[src/rtl/rvga_types.sv]
// rtl/rvga_types.sv - shared types for the rvga integer pipeline
// Purpose: word, register-index and ALU-op types used across pipeline stages.
// Ports: none (package).
package rvga_types;

    localparam int rvga_word_width_lp = 32;
    localparam int rvga_reg_width_lp  = 5;

    typedef logic [rvga_word_width_lp-1:0] rvga_word;
    typedef logic [rvga_reg_width_lp-1:0]  rvga_reg;

    // ALU operation select; ART_ADD must stay at encoding 0 because the
    // register-fetch stage resets its op output to all-zero.
    typedef enum logic [3:0] {
        ART_ADD  = 4'd0,
        ART_SLL  = 4'd1,
        ART_SLT  = 4'd2,
        ART_SLTU = 4'd3,
        ART_XOR  = 4'd4,
        ART_SRL  = 4'd5,
        ART_OR   = 4'd6,
        ART_AND  = 4'd7,
        ART_SUB  = 4'd8,
        ART_SRA  = 4'd9
    } rvga_artop;

endpackage

[src/rtl/regfile.sv]
// rtl/regfile.sv - integer register file, one write port, two async read ports
// Purpose: holds the architectural registers; index 0 is hardwired to zero.
// Ports:
//   clk, rst          clock, synchronous active-low reset (clears all entries)
//   i_w_v/addr/data   write port, commits on the rising edge
//   i_r0_addr/o_r0_data, i_r1_addr/o_r1_data
//                     combinational read ports returning the pre-edge contents
module regfile #(
    parameter  int width_p   = 32,
    parameter  int reg_els_p = 32,
    localparam int idx_w_lp  = $clog2(reg_els_p)
) (
    input  logic                clk,
    input  logic                rst,
    input  logic                i_w_v,
    input  logic [idx_w_lp-1:0] i_w_addr,
    input  logic [width_p-1:0]  i_w_data,
    input  logic [idx_w_lp-1:0] i_r0_addr,
    output logic [width_p-1:0]  o_r0_data,
    input  logic [idx_w_lp-1:0] i_r1_addr,
    output logic [width_p-1:0]  o_r1_data
);

    logic [width_p-1:0] r_mem [reg_els_p];

    always_ff @(posedge clk) begin
        if (!rst) begin
            for (int i = 0; i < reg_els_p; i++) begin
                r_mem[i] <= '0;
            end
        end else if (i_w_v && (i_w_addr != '0)) begin
            r_mem[i_w_addr] <= i_w_data;
        end
    end

    // Reads see the old value on a same-cycle write; any write-first
    // forwarding is the reader's responsibility.
    assign o_r0_data = (i_r0_addr == '0) ? '0 : r_mem[i_r0_addr];
    assign o_r1_data = (i_r1_addr == '0) ? '0 : r_mem[i_r1_addr];

endmodule

[src/rtl/rfetch_pipe.sv]
// rtl/rfetch_pipe.sv - register-fetch pipeline stage between decode and execute
// Purpose: reads source operands from the regfile on accept and holds a single
//   registered instruction for execute, with optional writeback bypass.
// Ports:
//   clk, rst                      clock, synchronous active-low reset
//   decode_rfetch_*               instruction offer from decode (valid/ready)
//   rfetch_execute_*              registered instruction to execute (valid/ready)
//   writeback_rfetch_rd_*         regfile write port from writeback
//   flush                         discard the held instruction
module rfetch_pipe
    import rvga_types::*;
#(
    parameter  int width_p     = 32,
    parameter  int reg_els_p   = 32,
    parameter  int bypass_en_p = 1,
    localparam int idx_w_lp    = $clog2(reg_els_p)
) (
    input  logic                clk,
    input  logic                rst,

    input  logic                decode_rfetch_v,
    output logic                rfetch_decode_ready,
    input  logic [idx_w_lp-1:0] decode_rfetch_rs1,
    input  logic [idx_w_lp-1:0] decode_rfetch_rs2,
    input  logic [idx_w_lp-1:0] decode_rfetch_rd,
    input  logic [width_p-1:0]  decode_rfetch_imm_data,
    input  logic                decode_rfetch_imm_v,
    input  rvga_artop           decode_rfetch_artop,
    input  logic                decode_rfetch_alt_art,

    output logic                rfetch_execute_v,
    input  logic                execute_rfetch_ready,
    output logic [idx_w_lp-1:0] rfetch_execute_rs1,
    output logic [idx_w_lp-1:0] rfetch_execute_rs2,
    output logic [idx_w_lp-1:0] rfetch_execute_rd,
    output logic [width_p-1:0]  rfetch_execute_imm_data,
    output logic                rfetch_execute_imm_v,
    output rvga_artop           rfetch_execute_artop,
    output logic                rfetch_execute_alt_art,
    output logic [width_p-1:0]  rfetch_execute_rs1_data,
    output logic [width_p-1:0]  rfetch_execute_rs2_data,

    input  logic                writeback_rfetch_rd_w_v,
    input  logic [idx_w_lp-1:0] writeback_rfetch_rd,
    input  logic [width_p-1:0]  writeback_rfetch_rd_data,

    input  logic                flush
);

    logic                r_v;
    logic [idx_w_lp-1:0] r_rs1;
    logic [idx_w_lp-1:0] r_rs2;
    logic [idx_w_lp-1:0] r_rd;
    logic [width_p-1:0]  r_imm_data;
    logic                r_imm_v;
    rvga_artop           r_artop;
    logic                r_alt_art;
    logic [width_p-1:0]  r_rs1_data;
    logic [width_p-1:0]  r_rs2_data;

    logic                w_ready;
    logic                w_accept;
    logic                w_issue;
    logic                w_stall;
    logic                w_wb_fwd_v;
    logic                w_acc_fwd_rs1;
    logic                w_acc_fwd_rs2;
    logic                w_held_fwd_rs1;
    logic                w_held_fwd_rs2;
    logic [width_p-1:0]  w_rf_rs1_data;
    logic [width_p-1:0]  w_rf_rs2_data;
    logic [width_p-1:0]  w_rs1_data;
    logic [width_p-1:0]  w_rs2_data;

    regfile #(
        .width_p   (width_p),
        .reg_els_p (reg_els_p)
    ) u_regfile (
        .clk       (clk),
        .rst       (rst),
        .i_w_v     (writeback_rfetch_rd_w_v),
        .i_w_addr  (writeback_rfetch_rd),
        .i_w_data  (writeback_rfetch_rd_data),
        .i_r0_addr (decode_rfetch_rs1),
        .o_r0_data (w_rf_rs1_data),
        .i_r1_addr (decode_rfetch_rs2),
        .o_r1_data (w_rf_rs2_data)
    );

    assign w_ready  = !r_v || execute_rfetch_ready;
    assign w_accept = decode_rfetch_v && w_ready;
    assign w_issue  = r_v && execute_rfetch_ready;
    assign w_stall  = r_v && !execute_rfetch_ready;

    // A writeback to x0 never forwards: the regfile ignores it, so the
    // forwarded value must be the architectural zero as well.
    assign w_wb_fwd_v     = (bypass_en_p != 0) && writeback_rfetch_rd_w_v
                            && (writeback_rfetch_rd != '0);
    assign w_acc_fwd_rs1  = w_wb_fwd_v && (writeback_rfetch_rd == decode_rfetch_rs1);
    assign w_acc_fwd_rs2  = w_wb_fwd_v && (writeback_rfetch_rd == decode_rfetch_rs2);
    assign w_held_fwd_rs1 = w_wb_fwd_v && (writeback_rfetch_rd == r_rs1);
    assign w_held_fwd_rs2 = w_wb_fwd_v && (writeback_rfetch_rd == r_rs2);

    assign w_rs1_data = w_acc_fwd_rs1 ? writeback_rfetch_rd_data : w_rf_rs1_data;
    assign w_rs2_data = w_acc_fwd_rs2 ? writeback_rfetch_rd_data : w_rf_rs2_data;

    always_ff @(posedge clk) begin
        if (!rst) begin
            r_v        <= 1'b0;
            r_rs1      <= '0;
            r_rs2      <= '0;
            r_rd       <= '0;
            r_imm_data <= '0;
            r_imm_v    <= 1'b0;
            r_artop    <= ART_ADD;
            r_alt_art  <= 1'b0;
            r_rs1_data <= '0;
            r_rs2_data <= '0;
        end else begin
            if (flush) begin
                r_v <= 1'b0;
            end else if (w_accept) begin
                r_v <= 1'b1;
            end else if (w_issue) begin
                r_v <= 1'b0;
            end

            if (w_accept) begin
                r_rs1      <= decode_rfetch_rs1;
                r_rs2      <= decode_rfetch_rs2;
                r_rd       <= decode_rfetch_rd;
                r_imm_data <= decode_rfetch_imm_data;
                r_imm_v    <= decode_rfetch_imm_v;
                r_artop    <= decode_rfetch_artop;
                r_alt_art  <= decode_rfetch_alt_art;
                r_rs1_data <= w_rs1_data;
                r_rs2_data <= w_rs2_data;
            end else if (w_stall) begin
                // Keep a stalled instruction's operands current so execute
                // never consumes a value that writeback has since replaced.
                if (w_held_fwd_rs1) begin
                    r_rs1_data <= writeback_rfetch_rd_data;
                end
                if (w_held_fwd_rs2) begin
                    r_rs2_data <= writeback_rfetch_rd_data;
                end
            end
        end
    end

    assign rfetch_decode_ready     = w_ready;
    assign rfetch_execute_v        = r_v;
    assign rfetch_execute_rs1      = r_rs1;
    assign rfetch_execute_rs2      = r_rs2;
    assign rfetch_execute_rd       = r_rd;
    assign rfetch_execute_imm_data = r_imm_data;
    assign rfetch_execute_imm_v    = r_imm_v;
    assign rfetch_execute_artop    = r_artop;
    assign rfetch_execute_alt_art  = r_alt_art;
    assign rfetch_execute_rs1_data = r_rs1_data;
    assign rfetch_execute_rs2_data = r_rs2_data;

endmodule

[config.mk]
export PLATFORM = sky130hd
export DESIGN_NAME = rfetch_pipe
export DESIGN_NICKNAME = d
export VERILOG_FILES = /design/src/rtl/rvga_types.sv /design/src/rtl/regfile.sv /design/src/rtl/rfetch_pipe.sv
export SDC_FILE = /design/constraint.sdc
export NUM_CORES = 2
export LEC_CHECK = 0
export ABC_AREA = 1
export BUFFER_PORTS_ARGS = -buffer_cell sky130_fd_sc_hd__buf_4
export CORE_MARGIN = 3
export CORE_UTILIZATION = 45
export CTS_BUF_LIST = sky130_fd_sc_hd__clkbuf_16
export CTS_CLUSTER_DIAMETER = 100
export CTS_CLUSTER_SIZE = 30
export DETAILED_ROUTE_END_ITERATION = 7
export GPL_ROUTABILITY_DRIVEN = 0
export SYNTH_ARGS = -nofsm -noshare
export SYNTH_HDL_FRONTEND = slang
export SYNTH_SLANG_ARGS = --single-unit
[constraint.sdc]
create_clock -name clk -period 2.7 [get_ports clk]
set_input_delay 0.135 -clock clk [delete_from_list [all_inputs] [get_ports clk]]
set_output_delay 0.135 -clock clk [all_outputs]
set_load 0.005 [all_outputs]
; ---- Word level (Yosys, flattened, before mapping)
; Memory sizes are Yosys's and may differ from the RTL's.
; Index checks and enable logic that the tools add are counted.
[totals]
ff_bits = 118
n_memories = 1
input_bits = 96
out_inout_bits = 119
elab_cells = 57
ram_bits = 1024
[op_classes]
n_eq_ne = 4
n_reduce_logical = 22
n_mux = 19
bitwise_logic = 1
[memory_table]
columns = memory, depth, word_bits, read_ports, rd_ports_with_merged_regs, write_ports, line
row1 = u_regfile.r_mem, 32, 32, 2, 0, 32, regfile.sv:24  ; logic [width_p-1:0] r_mem [reg_els_p];
[ops]
columns = op, count
row1 = 32-bit 2-to-1 mux, 11
row2 = 32-bit OR reduction, 1
row3 = 5-bit == test, 4
row4 = 5-bit logical NOT, 2
row5 = 1-bit logical AND, 8
row6 = 2-bit nonzero test, 4
row7 = 1-bit 2-to-1 mux, 7
row8 = 5-bit 2-to-1 mux, 1
row9 = 5-bit nonzero test, 1
row10 = 2-bit AND reduction, 2
row11 = 1-bit logical NOT, 2
row12 = 2-bit OR reduction, 1
row13 = 1-bit logical OR, 1
row14 = 1-bit inverter, 1

; ---- Depth between registers and ports, before layout
[logic_depth]
ltp_word = 7
depth_mapped = 13
ltp_nobuf = 11

; ---- Cells and area by module
; A second synthesis with hierarchy kept.
[hier_totals]
hier_cells = 8104
hier_area_um2 = 62449.9
[by_module_without_submodules]
columns = module, seq_area_each_um2, area_each_um2, cells_per_inst, n_inst
row1 = regfile, 30749.5, 56653.1, 7255, 1
row2 = rfetch_pipe, 2362.3, 5796.8, 849, 1

; ---- Worst setup path after synthesis
; OpenSTA, ideal clock, no wires.
[synth_timing]
path_kind = in2reg
startpoint = input rst
endpoint = memory u_regfile.r_mem[15][0] (enable)
stages = 7
required_time_ns = 2.222
n_path_buf = 1
arrival_time_ns = 2.109
setup_ns = 0.478
setup_slack_ns = 0.113
path_cell_list = inv_1 -> nor2_2 -> nand3_1 -> inv_2 -> nand2_2 -> clkbuf_1 -> nand2_1
[synth_rtl]
columns = element, line
row1 = from (decl), rfetch_pipe.sv:19  ; input logic rst,
row2 = to (decl), regfile.sv:24

; ---- Worst setup path in the final report
[layout_timing]
startpoint = register r_v (netlist: rfetch_execute_v)
endpoint = register r_rs1_data[24] (netlist: rfetch_execute_rs1_data[24])
[layout_between]
elab_chain_len = 5
word_cells_on_any_way = 8
classes_between = 1 x mux / 7 x reduce/logical
[layout_lines]
columns = element, line
row1 = from (decl), rfetch_pipe.sv:50  ; logic r_v;
row2 = from (signal assigned), rfetch_pipe.sv:109  ; r_v <= 1'b0;
row3 = from (signal assigned), rfetch_pipe.sv:121  ; r_v <= 1'b0;
row4 = from (signal assigned), rfetch_pipe.sv:123  ; r_v <= 1'b1;
row5 = 1-bit logical NOT, rfetch_pipe.sv:90  ; assign w_ready = !r_v || execute_rfetch_ready;
row6 = 1-bit logical OR, rfetch_pipe.sv:90
row7 = 1-bit logical AND, rfetch_pipe.sv:91  ; assign w_accept = decode_rfetch_v && w_ready;
row8 = 2-bit nonzero test (no source line), n/a
row9 = 2-bit AND reduction (no source line), n/a
row10 = to (signal assigned), rfetch_pipe.sv:136  ; r_rs1_data <= w_rs1_data;
row11 = to (signal assigned), rfetch_pipe.sv:142  ; r_rs1_data <= writeback_rfetch_rd_data;
row12 = to (decl), rfetch_pipe.sv:58  ; logic [width_p-1:0] r_rs1_data;
; Several ways; a longest one is shown, not always the timed one.
; A chain may end at the register's enable or synchronous reset.

==> flow_metrics.env <==
export IMPL_rsz0062_at_grt="false"
export IMPL_finalSetupViolCount=0
export IMPL_cts_htree_levels=2
export IMPL_core_um2=134000
export IMPL_ff2ff_path_depth=8
export IMPL_violations="design-rule violations"
export IMPL_grt_max_degree=149
export IMPL_cts_sinks=1142
export IMPL_ctsResizeCount=0
export IMPL_p_sw_frac=0.299
export IMPL_floorplan_initialDensity=0.457
export IMPL_holdCritPathClass="primary input to register"
export IMPL_cts_max_path_buffers=3
export IMPL_layout_commonest_cell="nand2_1"
export IMPL_dr_total_vias=57300
export IMPL_cellPowerDensity_nw_per_um2=545
export IMPL_wirelength_mm=253
export IMPL_slew_violations=0
export IMPL_ys_flop_type="edfxtp_1"
export IMPL_io_buffers=214
export IMPL_drt_pass1_iter_count=8
export IMPL_fp_row_count=134
export IMPL_viasPerCell=6.03
export IMPL_p_int_mw=25.9
export IMPL_finalPower_mw=36.9
export IMPL_final_cell_mix="nand2_1 (2124), nor2_1 (1397), edfxtp_1 (1024), nand3_1 (838), a21oi_1 (471)"
export IMPL_critPathRequiredTime_ns=3.35
export IMPL_avgSynthCellArea_um2=7.95
export IMPL_worstSkewPairLatency_ns=0.71
export IMPL_wl_per_cell_um=26.6
export IMPL_min_period_ns=2.57
export IMPL_layout_drive_gt1_share=0.0847
export IMPL_grt_overflow=0
export IMPL_seqPwrFrac=0.562
export IMPL_die_w_um=376
export IMPL_drc=11
export IMPL_arrival_ns=3.22
export IMPL_grt_antenna_before_repair=4
export IMPL_final_cell_area_um2=67700
export IMPL_cts_made_buffers=49
export IMPL_clockRootBuffer="clkbuf_16"
export IMPL_max_freq_mhz=389
export IMPL_dr_first_iter_drc_count=9105
export IMPL_die_h_um=376
export IMPL_worst_setup_path_type="register to register"
export IMPL_dp_hpwl_mm=145
export IMPL_place_area_um2=65300
export IMPL_finalClockSkew_ns=0.0352
export IMPL_cts_clk_slew_worst_paths_ns=0.12
export IMPL_postCtsSetupBuffers=0
export IMPL_switching_power_mw=11.1
export IMPL_worst_pin_slew_ns=1.26
export IMPL_syn_area_um2=61500
export IMPL_fin_util=0.503
export IMPL_grt_pass1_vias=52300
export IMPL_combinationalPowerShare=0.166
export IMPL_cts_tree="built"
export IMPL_synth_seq_cells=1142
export IMPL_layoutNonFillerInstCount=9502
export IMPL_io_pins=215
export IMPL_ys_types=27
export IMPL_timing_final_hold_violations=0
export IMPL_p_leak_nw=28.2
export IMPL_ys_warn_count=0
export IMPL_critical_path_max_fanout=23
export IMPL_critPathCaptureType="register"
export IMPL_status="finished with violations"
export IMPL_placed_cells=9331
export IMPL_worst_setup_path_start_kind="register"
export IMPL_vdd_ir_drop_max_uv=489
export IMPL_die_area_um2=141000
export IMPL_syn_inst=7730
export IMPL_synthArstFlopShare=0
export IMPL_ant_nets=0
export IMPL_gr_usage_all_layers=0.347
export IMPL_syn_to_final_growth_pct=10.1
export IMPL_grt_pass1_wl_mm=360
export IMPL_clkPwrFrac=0.272
export IMPL_timing_slew_headroom=0.156
export IMPL_setup_tns_ns=0
export IMPL_synth_seq_area_share=0.539
export IMPL_synth_edf_count=1024
export IMPL_fin_nets=7787
export IMPL_cts_hold_buf=77
export IMPL_hold_depth=4
export IMPL_post_route_period_util=0.952
export IMPL_fillCellCount=12600
export IMPL_cap_violations=0
## worst max-delay path, stage by stage, from the launching register on
cell and delay (ns):
dfxtp_1 0.33, nand2_1 0.15, nand2_1 0.12, inv_2 0.18, nand2_2 0.10, nor2_4 0.94, buf_4 0.38, nand3_1 0.12
a21oi_1 0.14
## stage by stage
stage               hold slack (ns)  worst slack, ns
detailed placement            0.295            0.250
global placement              0.299            0.220
global route                 0.0881           0.0977
floorplan                     0.208            0.113
CTS                          0.0293            0.245
finish                       0.0624            0.129
## worst paths after layout
path / from / endpoint / slack [ns]
setup reg to reg: rfetch_execute_v / rfetch_execute_rs1_data[24] / 0.13
setup / recovery: rfetch_execute_v / rfetch_execute_rs1_data[24] / 0.13
hold reg to reg: rfetch_execute_imm_data[11] / rfetch_execute_imm_data[11] / 0.49
hold / removal: decode_rfetch_rs2[4] / rfetch_execute_rs2_data[25] / 0.06
## flip-flops by register name (all words and copies together) (netlist names)
signal	count
u_regfile.r_mem	1024
rfetch_execute_rs2_data	32
rfetch_execute_imm_v	1
rfetch_execute_rs1_data	32
rfetch_execute_rs1	5
rfetch_execute_rd	5
rfetch_execute_imm_data	32
rfetch_execute_artop	4
rfetch_execute_v	1
rfetch_execute_alt_art	1
rfetch_execute_rs2	5
## power by group through the flow
stage                     clock [mW]  sequential, mW  combinational, mW
final                           10.0            20.7               6.14
after global routing            10.6            20.8               6.54
after CTS                       10.1            20.7               5.95
after detailed placement           0            21.1               5.84
after global placement             0            21.1               5.78
after floorplan                    0            21.0               3.40
## synthesized netlist by cell type (6+ instances only)
cell type  count  area (µm²)
nand2_1     2182        8190
o21ai_0      289        1450
buf_4         36         270
inv_2          8        30.0
buf_2        314        1570
dfxtp_1      118        2360
xor2_1         6        52.6
nand3_1      838        4190
inv_1        436        1640
or2_2         31         194
buf_1         58         218
a21oi_1      471        2360
nand2_2        8        50.1
nor3_1        10        50.1
nor2_1      1400        5260
xnor2_1        6        52.6
edfxtp_1    1024       30700
clkbuf_1     247         927
o211ai_1     228        1710
## area by class of cell
type	count	area (µm²)	area share
Clock buffer	53	1330	0.0196
Tap cell	1768	2210	0.0327
Antenna cell	3	7.51	0.000111
Inverter	447	1700	0.0251
Sequential cell	1142	33100	0.489
Multi-Input combinational cell	5513	23900	0.354
Timing Repair Buffer	538	5090	0.0753
Clock inverter	38	308	0.00455
## metal layers
metal	share of wire	vias to the layer above	track usage
met3	0.14	734	0.0861
li1	-	25200	-
met5	0	-	0
met4	0.055	0	0.162
met2	0.42	4256	0.518
met1	0.38	27100	0.475
## cell families after synthesis
family,after synthesis,synth area share
other cells,1,0.0000610
buf+inv,1106,0.0766
xor+xnor,12,0.00171
simple gates,4477,0.293
compound gates,992,0.0901
flops,1142,0.539
Power figures use the tool's default switching activity.
